## config.mk

```make
export PLATFORM = sky130hd
export DESIGN_NAME = subst_table_bank
export DESIGN_NICKNAME = d
export VERILOG_FILES = /design/src/rtl/enigma_pkg.sv /design/src/rtl/subst_search.sv /design/src/rtl/subst_table_bank.sv
export SDC_FILE = /design/constraint.sdc
export NUM_CORES = 1
export LEC_CHECK = 0
export ABC_AREA = 1
export CORE_MARGIN = 3
export CORE_UTILIZATION = 54
export DETAILED_ROUTE_END_ITERATION = 7
export PLACE_DENSITY = 0.86
export SLEW_MARGIN = 10
export SYNTH_ARGS = -nofsm -noshare
export SYNTH_HDL_FRONTEND = slang
export SYNTH_SLANG_ARGS = --single-unit
```

## constraint.sdc

```tcl
create_clock -name clk -period 13.44 [get_ports clk]
set_input_delay 2.016 -clock clk [delete_from_list [all_inputs] [get_ports clk]]
set_output_delay 2.016 -clock clk [all_outputs]
set_load 0.01 [all_outputs]
```

## src/rtl/enigma_pkg.sv

```systemverilog
// Shared types and constants for the substitution-table stages.
package enigma_pkg;

  typedef enum logic [1:0] {
    EMPTY   = 2'd0,
    FILLING = 2'd1,
    READY   = 2'd2
  } table_state_e;

  localparam logic [1:0] TBL_ROTOR     = 2'b00;
  localparam logic [1:0] TBL_REFLECTOR = 2'b01;
  localparam logic [1:0] TBL_PLUGBOARD = 2'b10;

  localparam int unsigned CODE_W_DEF = 6;

endpackage

```

## src/rtl/subst_search.sv

```systemverilog
// Combinational DEPTH-way equality compare with lowest-index priority encode.
module subst_search #(
  parameter int unsigned CODE_W = 6,
  parameter int unsigned DEPTH  = 32,
  parameter int unsigned IDX_W  = $clog2(DEPTH)
) (
  input  logic [DEPTH*CODE_W-1:0] i_flat,
  input  logic [CODE_W-1:0]       i_code,
  output logic [IDX_W-1:0]        o_idx,
  output logic                    o_hit
);

  always_comb begin
    o_idx = '0;
    o_hit = 1'b0;
    for (int unsigned i = 0; i < DEPTH; i++) begin
      if (!o_hit && (i_flat[i*CODE_W +: CODE_W] == i_code)) begin
        o_idx = IDX_W'(i);
        o_hit = 1'b1;
      end
    end
  end

endmodule

```

## src/rtl/subst_table_bank.sv

```systemverilog
// Serially loaded DEPTH x CODE_W substitution table with fill tracking and
// registered lookup. Inverse lookup is built only when SUBST_INVERSE_EN is defined.
module subst_table_bank
  import enigma_pkg::*;
#(
  parameter int unsigned             CODE_W      = CODE_W_DEF,
  parameter int unsigned             DEPTH       = 32,
  parameter int unsigned             TABLE_IDX_W = 2,
  parameter logic [TABLE_IDX_W-1:0]  TABLE_ID    = TABLE_IDX_W'(TBL_PLUGBOARD),
  localparam int unsigned            IDX_W       = $clog2(DEPTH)
) (
  input  logic                      clk,
  input  logic                      rst_n,
  input  logic [TABLE_IDX_W-1:0]    table_idx,
  input  logic                      load,
  input  logic [CODE_W-1:0]         code_in,
  input  logic                      clear,
  input  logic                      lookup_valid,
  input  logic [IDX_W-1:0]          lookup_idx,
  output logic                      result_valid,
  output logic [CODE_W-1:0]         result_code,
  output logic                      result_err,
  output logic                      result_stale,
  output logic [IDX_W:0]            load_count,
  output logic                      table_ready,
  output logic [DEPTH*CODE_W-1:0]   table_flat,
  input  logic                      inv_valid,
  input  logic [CODE_W-1:0]         inv_code,
  output logic                      inv_result_valid,
  output logic [IDX_W-1:0]          inv_idx,
  output logic                      inv_hit
);

  localparam logic [IDX_W:0] DEPTH_C = (IDX_W+1)'(DEPTH);

  logic [CODE_W-1:0] r_table [DEPTH];
  table_state_e      r_state, w_state_nxt;
  logic [IDX_W:0]    r_count, w_count_nxt;
  logic              w_ld, w_ready, w_idx_oob;
  logic              r_res_valid, r_res_err, r_res_stale;
  logic [CODE_W-1:0] r_res_code;

  assign w_ld = load && (table_idx == TABLE_ID);

  if (DEPTH == (2**IDX_W)) begin : g_pow2
    assign w_idx_oob = 1'b0;
  end else begin : g_npow2
    assign w_idx_oob = (lookup_idx >= IDX_W'(DEPTH));
  end

  // Shift register: new codes enter at the top, so after DEPTH loads entry[i] = c_i.
  always_ff @(posedge clk) begin
    if (!rst_n || clear) begin
      for (int unsigned i = 0; i < DEPTH; i++) r_table[i] <= CODE_W'(i);
    end else if (w_ld) begin
      for (int unsigned i = 0; i < DEPTH-1; i++) r_table[i] <= r_table[i+1];
      r_table[DEPTH-1] <= code_in;
    end
  end

  always_ff @(posedge clk) begin
    if (!rst_n) begin
      r_state <= EMPTY;
      r_count <= '0;
    end else begin
      r_state <= w_state_nxt;
      r_count <= w_count_nxt;
    end
  end

  always_comb begin
    w_state_nxt = r_state;
    w_count_nxt = r_count;
    if (clear) begin
      w_state_nxt = EMPTY;
      w_count_nxt = '0;
    end else if (w_ld) begin
      if (r_count != DEPTH_C) w_count_nxt = r_count + (IDX_W+1)'(1);
      case (r_state)
        EMPTY:   w_state_nxt = FILLING;
        FILLING: if (r_count == DEPTH_C - (IDX_W+1)'(1)) w_state_nxt = READY;
        READY:   w_state_nxt = READY;
        default: w_state_nxt = EMPTY;
      endcase
    end
  end

  always_comb begin
    w_ready = (r_state == READY);
  end

  always_ff @(posedge clk) begin
    if (!rst_n) begin
      r_res_valid <= 1'b0;
      r_res_code  <= '0;
      r_res_err   <= 1'b0;
      r_res_stale <= 1'b0;
    end else begin
      r_res_valid <= lookup_valid;
      if (lookup_valid) begin
        r_res_stale <= !w_ready;
        r_res_err   <= w_idx_oob;
        r_res_code  <= w_idx_oob ? '0 : r_table[lookup_idx];
      end
    end
  end

  always_comb begin
    table_flat = '0;
    for (int unsigned i = 0; i < DEPTH; i++) table_flat[i*CODE_W +: CODE_W] = r_table[i];
  end

  assign result_valid = r_res_valid;
  assign result_code  = r_res_code;
  assign result_err   = r_res_err;
  assign result_stale = r_res_stale;
  assign load_count   = r_count;
  assign table_ready  = w_ready;

`ifdef SUBST_INVERSE_EN
  logic [IDX_W-1:0] w_inv_idx, r_inv_idx;
  logic             w_inv_hit, r_inv_hit, r_inv_valid;

  subst_search #(
    .CODE_W (CODE_W),
    .DEPTH  (DEPTH),
    .IDX_W  (IDX_W)
  ) u_search (
    .i_flat (table_flat),
    .i_code (inv_code),
    .o_idx  (w_inv_idx),
    .o_hit  (w_inv_hit)
  );

  always_ff @(posedge clk) begin
    if (!rst_n) begin
      r_inv_valid <= 1'b0;
      r_inv_idx   <= '0;
      r_inv_hit   <= 1'b0;
    end else begin
      r_inv_valid <= inv_valid;
      if (inv_valid) begin
        r_inv_idx <= w_inv_idx;
        r_inv_hit <= w_inv_hit;
      end
    end
  end

  assign inv_result_valid = r_inv_valid;
  assign inv_idx          = r_inv_idx;
  assign inv_hit          = r_inv_hit;
`else
  logic w_unused_inv;
  assign w_unused_inv     = ^{inv_valid, inv_code};
  assign inv_result_valid = 1'b0;
  assign inv_idx          = '0;
  assign inv_hit          = 1'b0;
`endif

endmodule

```

==> results of run 1 <==
[where the power goes]
part	switching [W]	internal, W
Clock	0.000248	0.000353
Sequential	0.0000226	0.000737
Combinational	0.000102	0.0000752
Total	0.000372	0.00116
[final cells by class]
type                            count  area (um^2)  share of cell area [%]
Timing Repair Buffer              231         2287                   17.61
Clock buffer                       29        598.1                   4.604
Tap cell                          229        286.5                   2.206
Inverter                          129        488.0                   3.756
Clock inverter                     10        103.9                  0.7995
Multi-Input combinational cell    657         3141                   24.18
Sequential cell                   208         6086                   46.85
[sequential cells by signal, indices dropped and copies added (netlist names)]
signal and flops:
r_table 192, r_state 2, result_valid 1, load_count 6, result_code 6, result_stale 1
[metrics by stage]
step,hold slack [ns],cell area [um^2],setup WS (ns),util (%),cells
after floorplan,0.4734,10150,6.511,-,1061
after global placement,0.4913,12290,8.221,67.48,1454
after detailed placement,0.4994,12290,8.179,67.48,1454
after CTS,0.5071,12990,8.702,71.34,1493
after global routing,0.5340,12990,8.473,71.34,1493
final,0.5076,12990,8.708,71.34,1493
[worst min path at each step]
stage / cells after the start / slack (ns) / endpoint / startpoint
final: 2 / 0.51 / load_count[5]$_SDFFE_PP0P_ / load_count[5]$_SDFFE_PP0P_
after global routing: 2 / 0.53 / load_count[5]$_SDFFE_PP0P_ / load_count[5]$_SDFFE_PP0P_
after CTS: 2 / 0.51 / load_count[5]$_SDFFE_PP0P_ / load_count[5]$_SDFFE_PP0P_
after detailed placement: 2 / 0.50 / load_count[5]$_SDFFE_PP0P_ / load_count[5]$_SDFFE_PP0P_
after global placement: 2 / 0.49 / r_state[1]$_SDFFE_PP0P_ / r_state[1]$_SDFFE_PP0P_
after floorplan: 2 / 0.47 / r_state[1]$_SDFFE_PP0P_ / r_state[1]$_SDFFE_PP0P_
[layout by cell type (no fill, tap or decap), types with 6 or more instances in the layout]
cell type,count
buf_4,8
clkbuf_16,23
dfxtp_1,16
or2_1,40
or2_2,40
inv_1,124
clkbuf_1,6
nand2_1,253
nand3_1,160
o21ai_0,13
conb_1,8
clkdlybuf4s50_1,222
nor2_4,20
nor2_1,99
a21oi_1,10
edfxtp_1,192
[per-layer routing]
metal	share of wire [%]	up-vias
met5	0	-
met4	2.4	0
met3	8.7	42
met2	50	341
met1	39	3735
li1	-	3762
[kinds of logic (layout without fill, tap and decap cells)]
family	Yosys count	in the layout	share of synthesized area (%)
AND/OR/NAND/NOR	616	616	28.49
flip-flops	208	208	60.11
buffers and inverters	196	399	9.207
AO/OA/AOI/OAI	28	28	1.545
adder cells (fa/ha/maj)	5	5	0.6179
other	1	8	0.03704
[worst max-delay path, cell delays in order]
cell	delay (ns)
clkdlybuf4s50_1	0.58
inv_2	0.18
nor2_8	0.07
inv_2	0.05
buf_4	0.55
nor2_2	0.12
inv_4	0.38
buf_4	0.81
nor2_1	0.10
==> out/metrics.cfg, run 1 <==
[route]
detail_route.wl_per_cell_um=17.86
viasPerCell=5.278
vias=7880
ant_nets=0
drc=0
routed_wl_um=26670
drt_iter0_drc=643
dr.pass1.iters=5

[clock_network]
cts_root_buf=clkbuf_16
cts_tree=yes
holdBufCountCts=0
clockBufferDepth=3
cts_sinks=208
clk_latency_ns=0.50
cts_setup_buffers=0
cts.repair.resized=0
cts_buffers=23
path_clk_slew_ns=0.06
htreeDepth=1

[global_routing]
gr-total-overflow=0
use_met1_pct=32.64
grtUsageTotal_pct=25.43
grt_pass1_wl_um=40920
grt_busiest_layer=met2
first_global_vias=7600
grt.met2_usage_pct=43.18
grt_max_degree=98
grtUsageMet3_pct=6.463
grt_antenna_before_repair=0

[min_path]
hold_class=reg -> reg

[synthesis]
synthArstFlopShare_pct=0
yosys-top-cells-count=nand2_1 (254), edfxtp_1 (192), nand3_1 (160), inv_1 (124), nor2_1 (99)
synth_edf_count=192
yosysTopAreaCell=edfxtp_1
netlist_area_mm2=0.01012
synth.most_common_cell=nand2_1
syn-mean-instance-area_um2=9.606
synth_seq_cells=208
seq_area_frac_synth_pct=60.11
synth-warning-count=0
synth_cell_types=27
synthTopCellsByArea=edfxtp_1 (57%), nand2_1 (9.4%), nand3_1 (7.9%)
synth_top_area_share_pct=56.95
synth_cells=1054
synth-main-ff-cell=edfxtp_1

[final_layout]
filler_cell_count=1326
area_growth_pct=28.30
drive_gt1_share_pct=8.861
n_antenna_cell=0
nets=1280

[floorplan]
io-pin-count=240
die-area_mm2=0.02043
die_w_um=142.9
fp.dieH_um=142.9
start_util_pct=55.60
placementRows=49
core_area_mm2=0.01821

[critical_path]
r2r_end=load_count[5]$_SDFFE_PP0P_
crit_type=in -> reg
cp.arrival_ns=4.94
crit_end=r_table[7][3]$_SDFFCE_PN0P_
reg2reg_depth=8
r2r_start=load_count[0]$_SDFFE_PP0P_
rrSetupSlack_ns=11.92
crit_required_ns=13.65
start_kind=input pin
crit_path_start=rst_n
worstSetupEndpointType=flop
critPathMaxFanout=85

[timing]
post-route-period-util_pct=35.21
setup_viol=0
fmax_mhz=211.3
setup_tns_ns=0
period_needed_ns=4.732
hold_violations=0
slew-limit-headroom_pct=26.11
worst_pin_slew_ns=1.108
skew_ns=0.01641
rsz0062_at_grt=no
maxSlewViolCount=0

[power_and_ir_drop]
power_density_mw_per_mm2=118.3
peakVddDrop_v=0.0001139
totalPowerFinal_w=0.001537
p_leak_nw=5.162

[place]
io_buffer_count=224
place.gp.congestion=0.8122
hpwlAfterDp_um=17080

[status]
status=completed

[flow_run]
cap_violations=0

(Power assumes the default switching activity.)
==> run 2, diff against run 1 <==
- CORE_UTILIZATION: 54 -> 46
- PLACE_DENSITY: 0.86 -> 0.78
- clock period: 13.44 -> 3.8 ns (I/O delays scaled with it)
==> run 2 against run 1 <==
  * Cell count grew 3.7%
  * Largest cell class unchanged
  * First-iteration DRC count shrank 1.2%
  * Register-to-register slack lost 9.6 ns
  * Critical path depth shrank 1
  * Highest routed layer unchanged
  * Wire length shrank 0.82%
  * Non-clock buffer count grew 9
  * Critical path type unchanged
  * Worst setup slack lost 7.2 ns
  * Worst hold slack gained 0.0059 ns
  * Clock skew shrank 0.0051 ns
  * Combinational power grew to 3.6 times the previous value
==> out/metrics.cfg, run 2 (synthesis results as in run 1) <==
[status]
status=completed

[final_layout]
final_cell_mix=nand2_1 (253), clkdlybuf4s50_1 (222), edfxtp_1 (192)
final_cells=1548  ; +3.7%
largest_register_ffs=192  ; unchanged
drive_gt1_share_pct=9.348  ; +0.49 points
regMostFlops=r_table
nets=1289  ; +0.70%
fin_util_pct=61.48  ; -9.9 points
area_growth_pct=29.66
n_antenna_cell=0  ; unchanged
final_area_mm2=0.01313  ; +1.1%
layout.cells.most_common=nand2_1

[power_and_ir_drop]
p_leak_nw=5.209  ; +0.91%
power_frac_clock_pct=37.8  ; -1.2 points
peakVddDrop_v=0.0002799  ; +150%
switching_power_w=0.001283  ; +240%
p_comb_share_pct=11.8  ; +0.3 points
intPower_w=0.004051  ; +250%
swShare_pct=24.06  ; -0.16 points
power.share.sequential_pct=50.4  ; +1.0 points
power_density_mw_per_mm2=406.3  ; +240%

[clock_network]
holdBufCountCts=0  ; unchanged
cts_root_buf=clkbuf_16
cts.repair.resized=0  ; unchanged
clockBufferDepth=3  ; unchanged
cts_setup_buffers=0  ; unchanged
cts_buffers=23  ; unchanged
cts_sinks=208  ; unchanged
path_clk_slew_ns=0.06  ; about the same
clk_latency_ns=0.49  ; about the same
cts_tree=yes
htreeDepth=1  ; unchanged

[global_routing]
grt_max_degree=86  ; -12%
grt_antenna_before_repair=0  ; unchanged
gr-total-overflow=0  ; unchanged
grt_pass1_wl_um=41740  ; +2.0%
grtUsageTotal_pct=21.81  ; -3.6 points
first_global_vias=7516  ; -1.1%

[timing]
maxSlewViolCount=0  ; unchanged
hold_violations=0  ; unchanged
worst_pin_slew_ns=1.078  ; -0.03001 ns
period_needed_ns=2.298
fmax_mhz=435.1
slew-limit-headroom_pct=28.01  ; +1.9 points
setup_viol=0  ; unchanged
post-route-period-util_pct=60.48
rsz0062_at_grt=no
skew_ns=0.01132  ; -0.005082 ns
setup_tns_ns=0  ; unchanged

[route]
vias=7826  ; -0.69%
drt_iter0_drc=635  ; -1.2%
ant_nets=0  ; unchanged
viasPerCell=5.056  ; -4.2%
routed_wl_um=26450  ; -0.82%
drc=0  ; unchanged
detail_route.wl_per_cell_um=17.09  ; -4.3%
dr.pass1.iters=5  ; unchanged

[place]
placedCellCount=1509  ; +3.8%
hpwlAfterDp_um=17990  ; +5.3%
place_area_mm2=0.01246  ; +1.4%
io_buffer_count=224  ; unchanged
place.gp.congestion=0.8225  ; +1.3%

[critical_path]
slowest_delay_ns=0.67  ; -0.14 ns
cp.arrival_ns=2.54  ; -2.40 ns
worstSetupEndpointType=flop
cpMostUsedCell=inv_2
critical-path-top-delay-family=buffers and inverters
crit_path_start=rst_n
reg2reg_depth=8  ; unchanged
crit_buf_inv=5  ; -1
critPathMaxFanout=31  ; -64%
r2r_end=load_count[5]$_SDFFE_PP0P_
crit_required_ns=4.04  ; -9.61 ns
crit_type=in -> reg
path_cells=clkdlybuf4s50_1 > inv_2 > nor2_8 > inv_2 > nor2_2 > inv_4 > buf_12 > or2_1
start_kind=input pin
crit_end=r_table[6][2]$_SDFFCE_PN1P_
path_depth=8  ; -1
r2r_start=load_count[0]$_SDFFE_PP0P_
rrSetupSlack_ns=2.30  ; -9.62 ns
cp_slowest_cell=clkdlybuf4s50_1

[flow_run]
cap_violations=0  ; unchanged

[floorplan]
die-area_mm2=0.02383  ; +17%
core_area_mm2=0.02135  ; +17%
die_w_um=154.4  ; +8.0%
placementRows=53  ; +8.2%
io-pin-count=240  ; unchanged
start_util_pct=47.42  ; -8.2 points
fp.dieH_um=154.4  ; +8.0%

[min_path]
hold_class=reg -> reg

[run 2: layout make-up]
type / count / area [um^2]
inverter: 129 / 488.0
clock inverter: 9 / 66.31
tap: 275 / 344.1
sequential: 208 / 6086
fill: 1751 / 8225
multi-input combinational: 657 / 3149
timing repair buffer: 240 / 2392
clock buffer: 30 / 601.8
[run 2: routing by layer]
layer / global-route usage [%] / wire length, um
met4: 5.383 / 612
met1: 27.99 / 10450
met5: 0 / 0
met2: 36.58 / 12760
met3: 6.407 / 2630
[run 2: worst min-delay path by stage]
stage                            endpoint  slack [ns]                        from  cells past startpoint
6_report       load_count[1]$_SDFFE_PP0P_        0.51  load_count[1]$_SDFFE_PP0P_                      2
5_1_grt        load_count[4]$_SDFFE_PP0P_        0.56  load_count[4]$_SDFFE_PP0P_                      1
4_1_cts        load_count[1]$_SDFFE_PP0P_        0.52  load_count[1]$_SDFFE_PP0P_                      2
3_5_place_dp   load_count[1]$_SDFFE_PP0P_        0.51  load_count[1]$_SDFFE_PP0P_                      2
3_3_place_gp      r_state[1]$_SDFFE_PP0P_        0.49     r_state[1]$_SDFFE_PP0P_                      2
2_1_floorplan     r_state[1]$_SDFFE_PP0P_        0.47     r_state[1]$_SDFFE_PP0P_                      2
[run 2: through the flow]
stage	power [W]	hold WS, ns	setup slack [ns]
finish	0.005334	0.5134	1.502
global route	0.005549	0.5570	1.383
detailed placement	0.003366	0.5127	0.9750
global placement	0.003356	0.4910	1.006
floorplan	0.003062	0.4734	0.2283
CTS	0.005392	0.5185	1.518
[run 2: worst register-to-register path, stage by stage (launching register included)]
cell     delay (ns)
dfxtp_1        0.37
inv_1          0.09
ha_1           0.20
nand4_1        0.08
nand2_1        0.13
nor2_1         0.18
nand3_1        0.11
o21ai_0        0.18
a21oi_1        0.05
[run 2: power groups by stage]
stage | Sequential, W | Combinational, W | Clock, W
finish | 0.00269 | 0.000630 | 0.00202
global route | 0.00270 | 0.000693 | 0.00216
CTS | 0.00269 | 0.000638 | 0.00207
detailed placement | 0.00273 | 0.000633 | 0
global placement | 0.00273 | 0.000626 | 0
floorplan | 0.00277 | 0.000292 | 0
